--- src/rtl/stream_mux_rr.sv ---
// N-channel registered stream multiplexer with explicit-select or round-robin
// arbitration; one output register stage, full throughput under out_ready=1.

module stream_mux_rr_lane #(
  parameter int WIDTH = 32
) (
  input  logic             load_en,
  input  logic             mode,
  input  logic             is_sel,
  input  logic             is_gnt,
  input  logic             rst_n,
  input  logic             valid,
  input  logic [WIDTH-1:0] data,
  output logic             ready,
  output logic             xfer,
  output logic [WIDTH-1:0] data_m
);
  // In select mode ready ignores valid; in round-robin mode the grant already implies it.
  assign ready  = load_en && rst_n && (mode ? is_gnt : is_sel);
  assign xfer   = valid && ready;
  assign data_m = xfer ? data : '0;
endmodule

module stream_mux_rr #(
  parameter int N_CH  = 4,
  parameter int WIDTH = 32,
  parameter int SEL_W = 2
) (
  input  logic                  clk,
  input  logic                  rst_n,
  input  logic                  mode,
  input  logic [SEL_W-1:0]      sel,
  input  logic [N_CH-1:0]       in_valid,
  output logic [N_CH-1:0]       in_ready,
  input  logic [N_CH*WIDTH-1:0] in_data,
  output logic                  out_valid,
  input  logic                  out_ready,
  output logic [WIDTH-1:0]      out_data,
  output logic [SEL_W-1:0]      out_ch
);
  logic                       load_en;
  logic [SEL_W-1:0]           rr_ptr;
  logic [SEL_W-1:0]           rr_gnt;
  logic                       rr_hit;
  logic [2*N_CH-1:0]          rot;
  logic [N_CH-1:0]            xfer;
  logic [N_CH-1:0][WIDTH-1:0] lane_data;
  logic [WIDTH-1:0]           mux_data;
  logic                       xfer_any;
  logic [SEL_W-1:0]           xfer_ch;

  assign load_en = !out_valid || out_ready;

  // Rotate valids so bit 0 is rr_ptr; the first set bit is the offset of the winner.
  always_comb begin
    int tmp;
    rr_hit = 1'b0;
    rr_gnt = '0;
    tmp    = 0;
    rot    = {in_valid, in_valid} >> rr_ptr;
    for (int k = 0; k < N_CH; k++) begin
      if (!rr_hit && rot[k]) begin
        rr_hit = 1'b1;
        tmp    = int'(rr_ptr) + k;
        if (tmp >= N_CH) tmp = tmp - N_CH;
        rr_gnt = SEL_W'(tmp);
      end
    end
  end

  for (genvar g = 0; g < N_CH; g++) begin : g_lane
    stream_mux_rr_lane #(.WIDTH(WIDTH)) u_lane (
      .load_en (load_en),
      .mode    (mode),
      .is_sel  (sel == SEL_W'(g)),
      .is_gnt  (rr_hit && (rr_gnt == SEL_W'(g))),
      .rst_n   (rst_n),
      .valid   (in_valid[g]),
      .data    (in_data[g*WIDTH +: WIDTH]),
      .ready   (in_ready[g]),
      .xfer    (xfer[g]),
      .data_m  (lane_data[g])
    );
  end

  // At most one lane transfers, so an OR of the masked lanes is the mux.
  always_comb begin
    mux_data = '0;
    for (int i = 0; i < N_CH; i++) mux_data = mux_data | lane_data[i];
  end

  assign xfer_any = |xfer;
  assign xfer_ch  = mode ? rr_gnt : sel;

  always_ff @(posedge clk or negedge rst_n) begin
    if (!rst_n) begin
      out_valid <= 1'b0;
      out_data  <= '0;
      out_ch    <= '0;
      rr_ptr    <= '0;
    end else if (load_en) begin
      if (xfer_any) begin
        out_valid <= 1'b1;
        out_data  <= mux_data;
        out_ch    <= xfer_ch;
        if (mode)
          rr_ptr <= (xfer_ch == SEL_W'(N_CH-1)) ? '0 : xfer_ch + SEL_W'(1);
      end else begin
        out_valid <= 1'b0;
      end
    end
  end
endmodule
--- config.mk ---
export PLATFORM = sky130hd
export DESIGN_NAME = stream_mux_rr
export DESIGN_NICKNAME = d
export VERILOG_FILES = /design/src/rtl/stream_mux_rr.sv
export SDC_FILE = /design/constraint.sdc
export NUM_CORES = 1
export LEC_CHECK = 0
export BUFFER_PORTS_ARGS = -buffer_cell sky130_fd_sc_hd__buf_2
export CAP_MARGIN = 25
export CORE_UTILIZATION = 45
export DETAILED_ROUTE_END_ITERATION = 6
export PLACE_DENSITY = 0.82
export SETUP_SLACK_MARGIN = 0.5
export SKIP_LAST_GASP = 1
export SLEW_MARGIN = 20
export SYNTH_ARGS = -nofsm -noshare
export SYNTH_HDL_FRONTEND = slang
export SYNTH_SLANG_ARGS = --single-unit
--- constraint.sdc ---
create_clock -name clk -period 3.3 [get_ports clk]
set_clock_uncertainty 0.15 [all_clocks]
set_input_delay 0.33 -clock clk [delete_from_list [all_inputs] [get_ports clk]]
set_output_delay 0.33 -clock clk [all_outputs]
set_load 0.02 [all_outputs]
==> qor.yml, run 1 <==
synth_compound_area_share_pct: 29.1
numCtsBuffers: 5
synthXorXnorAreaFrac_pct: 0
switchingPower_uw: 899
drt-pass1-iter-count: 5
drive_above_1_share_pct: 39.4
cp_max_fo: 17
clock_sink_count: 37
pwr-share-clk_pct: 18.9
r2r_slack_ps: 620
status: "completed"
layout_commonest_cell: "buf_2"
required_ps: 3330
vias: 3859
yosysWarningCount: 0
htree_levels: 2
p_int_mw: 1.32
reg2reg_to: "out_data[30]"
core_um2: 6530
setup_viol: 0
grt_max_degree: 51
synthesis.area_um2: 3120
min_from: "out_ready"
maxSlewHeadroom_pct: 55.9
worstHoldPathType: "in2reg"
syn2layout_area_growth_pct: 35.9
hold-worst-slack_ps: 204
cp-end-kind: "flop"
drtIter0Drc: 271
hpwlAfterDp_mm: 7.60
critPathArrivalTime_ps: 2700
finalHoldViolCount: 0
ys_seq_elements: 37
setup-tns-final_ps: 0
period_needed_ps: 2680
tightest_slew_ps: 659
pwr-share-comb_pct: 48.5
grt_overflow: 0
root_buffer: "clkbuf_8"
n_antenna_cell: 0
routabilityCongestion: 0.954
hold_depth: 3
synth_top_area_cell: "dfrtp_1"
synthMuxAreaShare_pct: 12.3
holdPathEnd: "out_valid"
design.die.area_um2: 7260
worstSetupPathType: "reg2reg"
ant_nets: 0
vias_per_cell: 6.14
routed_wl_mm: 10.7
fp.dieH_um: 85.2
max-vdd-ir-drop_mv: 0.229
port_buffers: 176
yosysSeqAreaShare_pct: 29.7
synthAdderAreaFrac_pct: 0
syn_avg_cell_area_um2: 7.99
start_util_pct: 47.7
drv_cap: 0
min_period_over_period_pct: 81.1
synthDistinctLibCells: 33
crit-reg2reg-launch: "rr_ptr[0]"
grtUsageTotal_pct: 28.6
p_leak_nw: 2.15
synth_area_leaders: "dfrtp_1 30%, nand2_1 12%, a221o_1 11%, mux2_1 10%, o221ai_1 8.7%"
synthesis.instances: 390
synth_simple_gate_area_share_pct: 22.4
drv_slew: 0
antenna_found_initial: 0
layout_common_cells: "175 x buf_2, 101 x nand2_1, 36 x dfrtp_1"
rsz0062_at_grt: "no"
synth_top_area_share_pct: 29.7
netSwitchingFraction_pct: 40.6
ios: 177
max_freq_mhz: 374
p_seq_share_pct: 32.6
postLayoutCoreUtil_pct: 64.8
powerDensity_nw_per_um2: 523
post_drt_wl_per_cell_um: 17.0
drc: 0
die_width_um: 85.2
grt_pass1_vias: 3694
r2r_cells: 9
grt_pass1_wl_mm: 16.8
syn_nets: 528
nNetsFinal: 688
cts_tree: "yes"
clkTransAtPathRegs_ps: 80
clk_latency_ps: 290
start_kind: "flop"
row_count: 29
synth_top_family_by_area: "compound AO/OA/AOI/OAI gates"
clk_path_buf_depth: 2
power_mw: 2.22
==> cells in the mapped netlist, drive strengths merged <==
cell	instances
a2111oi	1
a21boi	1
a21oi	7
a221o	33
a31oi	2
a32oi	1
and3	1
buf	14
clkbuf	28
dfrtp	37
inv	2
mux2	34
nand2	101
nand2b	2
nand3	34
nand3b	2
nor2	9
nor2b	4
nor3	3
nor3b	3
nor4	1
o21ai	35
o221ai	31
o31a	1
o32a	1
o32ai	1
or2	1
==> routing by layer <==
metal / GRT usage (%) / vias up / routed length (um)
met1: 34.2 / 1831 / 4190
met4: 8.63 / 0 / 218
met2: 50.9 / 219 / 5410
met3: 6.61 / 22 / 868
met5: 0 / - / 0
li1: - / 1787 / -
==> sequential cells by signal, indices dropped and copies added, names as in the netlist <==
| register | cells |
|---|---|
| out_valid | 1 |
| rr_ptr | 2 |
| out_ch | 2 |
| out_data | 32 |
==> power by group through the flow <==
stage,Combinational (mW),Clock [mW],Sequential [mW]
2_1_floorplan,0.470,0,0.910
6_report,1.08,0.419,0.722
4_1_cts,1.04,0.428,0.716
3_3_place_gp,1.01,0,0.719
3_5_place_dp,1.03,0,0.722
5_1_grt,1.16,0.445,0.743
==> logic make-up after synthesis <==
group	count (synthesis)
buffers and inverters	44
and+or+nand+nor	161
AOI/OAI and AO/OA	114
muxes	34
DFF	37
==> worst max-delay path, stage by stage, from the launching register on <==
cell and delay (ps):
dfrtp_1 440, nor2b_2 200, a21oi_1 90, a21oi_4 250, o31a_1 270, nor3_4 70, a2111oi_4 320, buf_4 200
buf_6 220, mux2_1 340
==> layout make-up <==
type / instances / area, um2
multi-input cells: 309 / 2030
clock buffers: 7 / 86.3
flip-flops and latches: 37 / 927
fillers: 593 / 2300
clock inverters: 1 / 30.0
inverters: 2 / 7.51
repair buffers: 195 / 1060
well taps: 77 / 96.3
==> worst max-delay path by stage <==
| stage | from | end | cells past startpoint |
|---|---|---|---|
| floorplan | in_valid[2] | out_ch[0] | 9 |
| global placement | in_valid[0] | out_data[16] | 9 |
| detailed placement | in_valid[0] | out_data[15] | 9 |
| CTS | rst_n | out_data[17] | 9 |
| global route | rr_ptr[0] | out_data[21] | 9 |
| finish | rr_ptr[0] | out_data[30] | 9 |
==> per-stage QoR <==
step	cells	setup slack [ps]	area, um2
floorplan	390	582	3120
global placement	616	428	4040
detailed placement	616	317	4040
CTS	625	524	4170
global route	628	503	4240
finish	628	625	4240
==> repair_timing <==
item,in CTS,in global routing
setup buffers,0,1
endpoints found under the setup margin,0,33
gates resized for setup,0,9
hold buffers,1,0
hold endpoints to repair,37,0
Power figures use the tool's default switching activity.
==> inputs of run 2 (changes only) <==
- CORE_UTILIZATION: 45 -> 41
- PLACE_DENSITY: 0.82 -> 0.78
- clock period: 3.3 -> 2.4 ns (I/O delays scaled with it)
==> qor.yml, run 2 (synthesized netlist as in run 1, its figures left out) <==
status: "finished, violations left"
violations: "setup timing"
clkTransAtPathRegs_ps: 80  # about the same
required_ps: 2420  # -910 ps
clk_path_buf_depth: 2  # unchanged
worst_slack_ps: -241  # -865 ps
vias: 4068  # +5.4%
reg2reg_to: "out_data[19]"
min_period_over_period_pct: 110  # +29 points
clock_sink_count: 37  # unchanged
hpwlAfterDp_mm: 8.38  # +10%
numCtsBuffers: 5  # unchanged
grtUsageTotal_pct: 28.3  # -0.26 points
drv_slew: 0  # unchanged
clk_latency_ps: 290  # about the same
max-vdd-ir-drop_mv: 0.306  # +34%
cp-end-kind: "flop"
r2r_cells: 10  # +1
reg_top3: "out_data: 32 flops, out_ch: 2 flops, rr_ptr: 2 flops"
finalHoldViolCount: 0  # unchanged
rsz0062_at_grt: "yes"
p_leak_nw: 2.45  # +14%
max_freq_mhz: 379  # +1.3%
nNetsFinal: 721  # +4.8%
fp.dieH_um: 89.2  # +4.7%
row_count: 31  # +6.9%
drv_cap: 0  # unchanged
routabilityCongestion: 0.853  # -11%
crit-reg2reg-launch: "rr_ptr[0]"
root_buffer: "clkbuf_8"
layout_common_cells: "172 x buf_2, 101 x nand2_1, 39 x buf_4"
grt_max_degree: 35  # -31%
cts_tree: "yes"
drc: 0  # unchanged
setup_viol: 34  # +34
post_drt_wl_per_cell_um: 18.1  # +6.1%
holdPathEnd: "out_data[28]"
r2r_slack_ps: -240  # -870 ps
grt_overflow: 0  # unchanged
critPathArrivalTime_ps: 2660  # -40 ps
min_from: "in_data[124]"
drt-pass1-iter-count: 6  # +1
syn2layout_area_growth_pct: 54.6
start_kind: "flop"
drtIter0Drc: 223  # -18%
port_buffers: 176  # unchanged
ios: 177  # unchanged
layout_commonest_cell: "buf_2"
powerDensity_nw_per_um2: 728  # +39%
tightest_slew_ps: 785  # +126 ps
cp_max_fo: 17  # unchanged
worstHoldPathType: "in2reg"
maxSlewHeadroom_pct: 47.5  # -8.4 points
start_util_pct: 42.7  # -5.0 points
grt_pass1_vias: 3646  # -1.3%
hold-worst-slack_ps: 137  # -67.1 ps
vias_per_cell: 5.96  # -3.1%
antenna_found_initial: 0  # unchanged
power_mw: 3.51  # +58%
n_antenna_cell: 0  # unchanged
design.die.area_um2: 7950  # +9.5%
dpl_cell_area_um2: 4280  # +5.9%
period_needed_ps: 2640  # -34.5 ps
drive_above_1_share_pct: 49.7  # +10 points
die_width_um: 89.2  # +4.7%
hold_depth: 3  # unchanged
regMostFlops: "out_data"
ant_nets: 0  # unchanged
core_um2: 7290  # +12%
worstSetupPathType: "reg2reg"
largest_reg_flops: 32  # unchanged
final_area_um2: 4820  # +14%
htree_levels: 2  # unchanged
grt_pass1_wl_mm: 17.3  # +3.1%
routed_wl_mm: 12.3  # +15%
## run 2: changes by cell type in the layout (fill, tap and decap cells not counted), moves of 4 or more
| cell | change |
|---|---|
| mux2_4 | +30 |
| buf_4 | +25 |
| mux2_1 | -26 |
| buf_12 | +5 |
| mux2_2 | -4 |
## run 2: cell type report
cell class | instances | area [um2]
fill | 631 | 2470
sequential | 37 | 928
timing repair buffer | 228 | 1440
inverter | 2 | 7.51
clock buffer | 5 | 68.8
tap | 99 | 124
multi-input combinational | 309 | 2230
clock inverter | 3 | 17.5
## run 2: worst max-delay path by stage
stage | end | depth (start not counted) | slack (ps) | start
after global routing | out_data[19] | 10 | -310 | rr_ptr[0]
after floorplan | out_ch[0] | 9 | -140 | in_valid[2]
after CTS | out_data[20] | 8 | -110 | rr_ptr[0]
after global placement | out_data[15] | 9 | -150 | rr_ptr[0]
after detailed placement | out_data[20] | 9 | -190 | rr_ptr[0]
final | out_data[19] | 10 | -240 | rr_ptr[0]
## run 2: timing repair
action | 4_1_cts | 5_1_grt
endpoints found under the setup margin | 39 | 39
pin swaps | 10 | 14
setup buffers | 6 | 4
endpoints found under the hold margin | 37 | 0
hold buffers | 1 | 0
gates resized for setup | 30 | 36
cloned | 1 | 3
## run 2: critical path, stage by stage, from the launching register on
cell     delay (ps)
dfrtp_2         450
buf_12          140
nor2b_4         170
a21oi_2          70
a21oi_4         230
o31a_1          270
nor3_4           70
buf_4           150
buf_8           150
a221o_1         370
mux2_4          280
## run 2: metal layers
layer / vias up / part of all wire (%) / GRT usage [%]
met3: 26 / 7.7 / 4.43
met1: 1950 / 40 / 33.4
met2: 235 / 50 / 52.7
met5: - / 0 / 0
li1: 1857 / - / -
met4: 0 / 2.1 / 8.37
## run 2: power breakdown
group / leakage [nW] / internal, mW / switching, mW
logic: 1.91 / 1.02 / 1.03
clock network: 0.0439 / 0.201 / 0.241
registers: 0.492 / 0.855 / 0.166
## run 2: per-stage QoR
step	worst slack [ps]	utilization (%)	TNS, ps	std cells
after floorplan	-143	-	-4060	390
after global placement	-146	58.6	-4360	660
after detailed placement	-188	58.7	-5480	660
after CTS	-114	62.5	-2480	676
after global routing	-307	66.1	-9570	683
final	-241	66.1	-6530	683
==> inputs of run 3 (changes only) <==
- CORE_UTILIZATION: 41 -> 39
- GPL_ROUTABILITY_DRIVEN: not set -> 1
- PLACE_DENSITY: 0.78 -> 0.75
==> qor.yml, run 3 (synthesized netlist as in run 1, its figures left out) <==
start_kind: "flop"
p_seq_share_pct: 28.3  # -0.8 points
worst_slack_ps: -213  # +27.9 ps
powerDensity_nw_per_um2: 735  # +0.94%
port_buffers: 176  # unchanged
max_freq_mhz: 383  # +1.1%
max-vdd-ir-drop_mv: 0.300  # -2.2%
antenna_found_initial: 0  # unchanged
grt_overflow: 0  # unchanged
drv_slew: 0  # unchanged
dp.cells: 665  # +0.76%
die_width_um: 91.4  # +2.5%
fin_cells: 690  # +1.0%
vias: 4041  # -0.66%
numCtsBuffers: 5  # unchanged
clock_sink_count: 37  # unchanged
clk_path_buf_depth: 2  # unchanged
p_int_mw: 2.14  # +3.2%
hold-worst-slack_ps: 110  # -26.8 ps
cts_tree: "yes"
syn2layout_area_growth_pct: 54.8
clkTransAtPathRegs_ps: 80  # about the same
violations: "setup timing"
maxSlewHeadroom_pct: 55.4  # +8.0 points
row_count: 32  # +3.2%
pwr-share-clk_pct: 15.4  # +2.8 points
routabilityCongestion: 0.876  # +2.7%
p_leak_nw: 2.45  # about the same
worstSetupPathType: "reg2reg"
htree_levels: 2  # unchanged
min_period_over_period_pct: 109  # -1.2 points
clk_latency_ps: 290  # about the same
fp.dieH_um: 91.4  # +2.5%
post_drt_wl_per_cell_um: 17.6  # -2.6%
max_stage_delay_ps: 450  # about the same
core_um2: 7730  # +6.0%
drtIter0Drc: 264  # +18%
root_buffer: "clkbuf_8"
cp_cell_sequence: "a21boi_2, o32ai_4, a31oi_2, nor3b_1, buf_4, a2111oi_4, buf_6, clkbuf_16, mux2_1"
hpwlAfterDp_mm: 8.29  # -1.1%
drv_cap: 0  # unchanged
worstHoldPathType: "in2reg"
drt-pass1-iter-count: 5  # -1
setup-tns-final_ps: -6440  # +86.4 ps
routed_wl_mm: 12.1  # -1.6%
grtUsageTotal_pct: 28.4  # +0.090 points
grt_pass1_wl_mm: 18.8  # +8.7%
finalHoldViolCount: 0  # unchanged
regMostFlops: "out_data"
period_needed_ps: 2610  # -27.9 ps
layout_common_cells: "172 x buf_2, 101 x nand2_1, 44 x buf_4"
layout_commonest_cell: "buf_2"
setup_viol: 33  # -2.9%
pwr-share-comb_pct: 56.2  # -2.1 points
ios: 177  # unchanged
rsz0062_at_grt: "yes"
cp_slowest_cell: "dfrtp_1"
cp-end-kind: "flop"
tightest_slew_ps: 665  # -120 ps
required_ps: 2430  # about the same
switchingPower_mw: 1.40  # -2.0%
ant_nets: 0  # unchanged
largest_reg_flops: 32  # unchanged
status: "finished, violations left"
design.die.area_um2: 8350  # +5.0%
reg_top3: "out_data: 32 flops, out_ch: 2 flops, rr_ptr: 2 flops"
n_antenna_cell: 0  # unchanged
start_util_pct: 40.3  # -2.4 points
drive_above_1_share_pct: 47.6  # -2.0 points
critPathArrivalTime_ps: 2640  # -20 ps
netSwitchingFraction_pct: 39.6  # -1.2 points
drc: 0  # unchanged
vias_per_cell: 5.86  # -1.7%
grt_pass1_vias: 3828  # +5.0%
grt_max_degree: 37  # +5.7%
nNetsFinal: 725  # +0.55%
cp_max_fo: 5  # -12
run 3: cell types whose count changed in the layout (fill, tap and decap cells not counted), moves of 2 or more:
cell / delta
buf_12: -2
buf_16: +2
mux2_4: -13
buf_4: +5
nor2_4: +2
clkinv_2: -2
mux2_1: +13
nor3b_2: -2
run 3: timing repair:
| action | 4_1_cts | 5_1_grt |
|---|---|---|
| gates cloned | 3 | 1 |
| pin swaps | 9 | 4 |
| hold buffers | 1 | 0 |
| buffers inserted | 10 | 2 |
| endpoints found under the hold margin | 37 | 0 |
| setup endpoints to repair | 39 | 39 |
| resized for setup | 39 | 13 |
run 3: per-layer routing:
| metal | part of all wire, % | vias up | GRT usage, % | routed length [um] |
|---|---|---|---|---|
| met5 | 0 | - | 0 | 0 |
| met4 | 1.5 | 0 | 7.41 | 180 |
| met3 | 8.1 | 16 | 5.19 | 978 |
| met2 | 50 | 223 | 50.1 | 6050 |
| met1 | 41 | 1943 | 35.4 | 4920 |
| li1 | - | 1859 | - | - |
run 3: final timing paths:
kind / startpoint / to / slack [ps] / cells after the start
worst max-delay path: rr_ptr[1] / out_data[13] / -210 / 9
worst min-delay path: out_ready / out_valid / 110 / 3
worst max register to register: rr_ptr[1] / out_data[13] / -210 / 9
worst min register to register: out_data[25] / out_data[25] / 340 / 1
max in group asynchronous: rst_n / out_data[3] / 1370 / 3
min in group asynchronous: rst_n / rr_ptr[1] / 230 / 2
run 3: area by class of cell:
class,count,area (um2)
Clock buffer,6,72.6
Clock inverter,2,38.8
Fill cell,668,2900
Inverter,2,7.51
Multi-Input combinational cell,309,2180
Sequential cell,37,927
Tap cell,102,128
Timing Repair Buffer,232,1470
run 3: metrics by stage:
step	setup WS [ps]	area (um2)	utilization, %	power [mW]
floorplan	-143	3150	-	1.92
global placement	-107	4280	55.4	2.53
detailed placement	-187	4290	55.6	2.58
CTS	-142	4720	61.1	3.44
global route	-311	4830	62.5	3.73
finish	-213	4830	62.5	3.55
run 3: worst max-delay path: cells and delay by family, from the launching register on:
| kind | cells | cell delay (ps) |
|---|---|---|
| DFF | 1 | 450 |
| and+or+nand+nor | 1 | 80 |
| buffers and inverters | 3 | 510 |
| AOI/OAI and AO/OA | 4 | 1000 |
| muxes | 1 | 310 |
run 3: power groups by stage:
stage / sequential, mW / combinational (mW) / clock [mW]
after global routing: 1.03 / 2.11 / 0.592
after CTS: 0.998 / 1.88 / 0.562
after floorplan: 1.25 / 0.669 / 0
after detailed placement: 0.995 / 1.59 / 0
after global placement: 0.986 / 1.55 / 0
final: 1.01 / 1.99 / 0.547
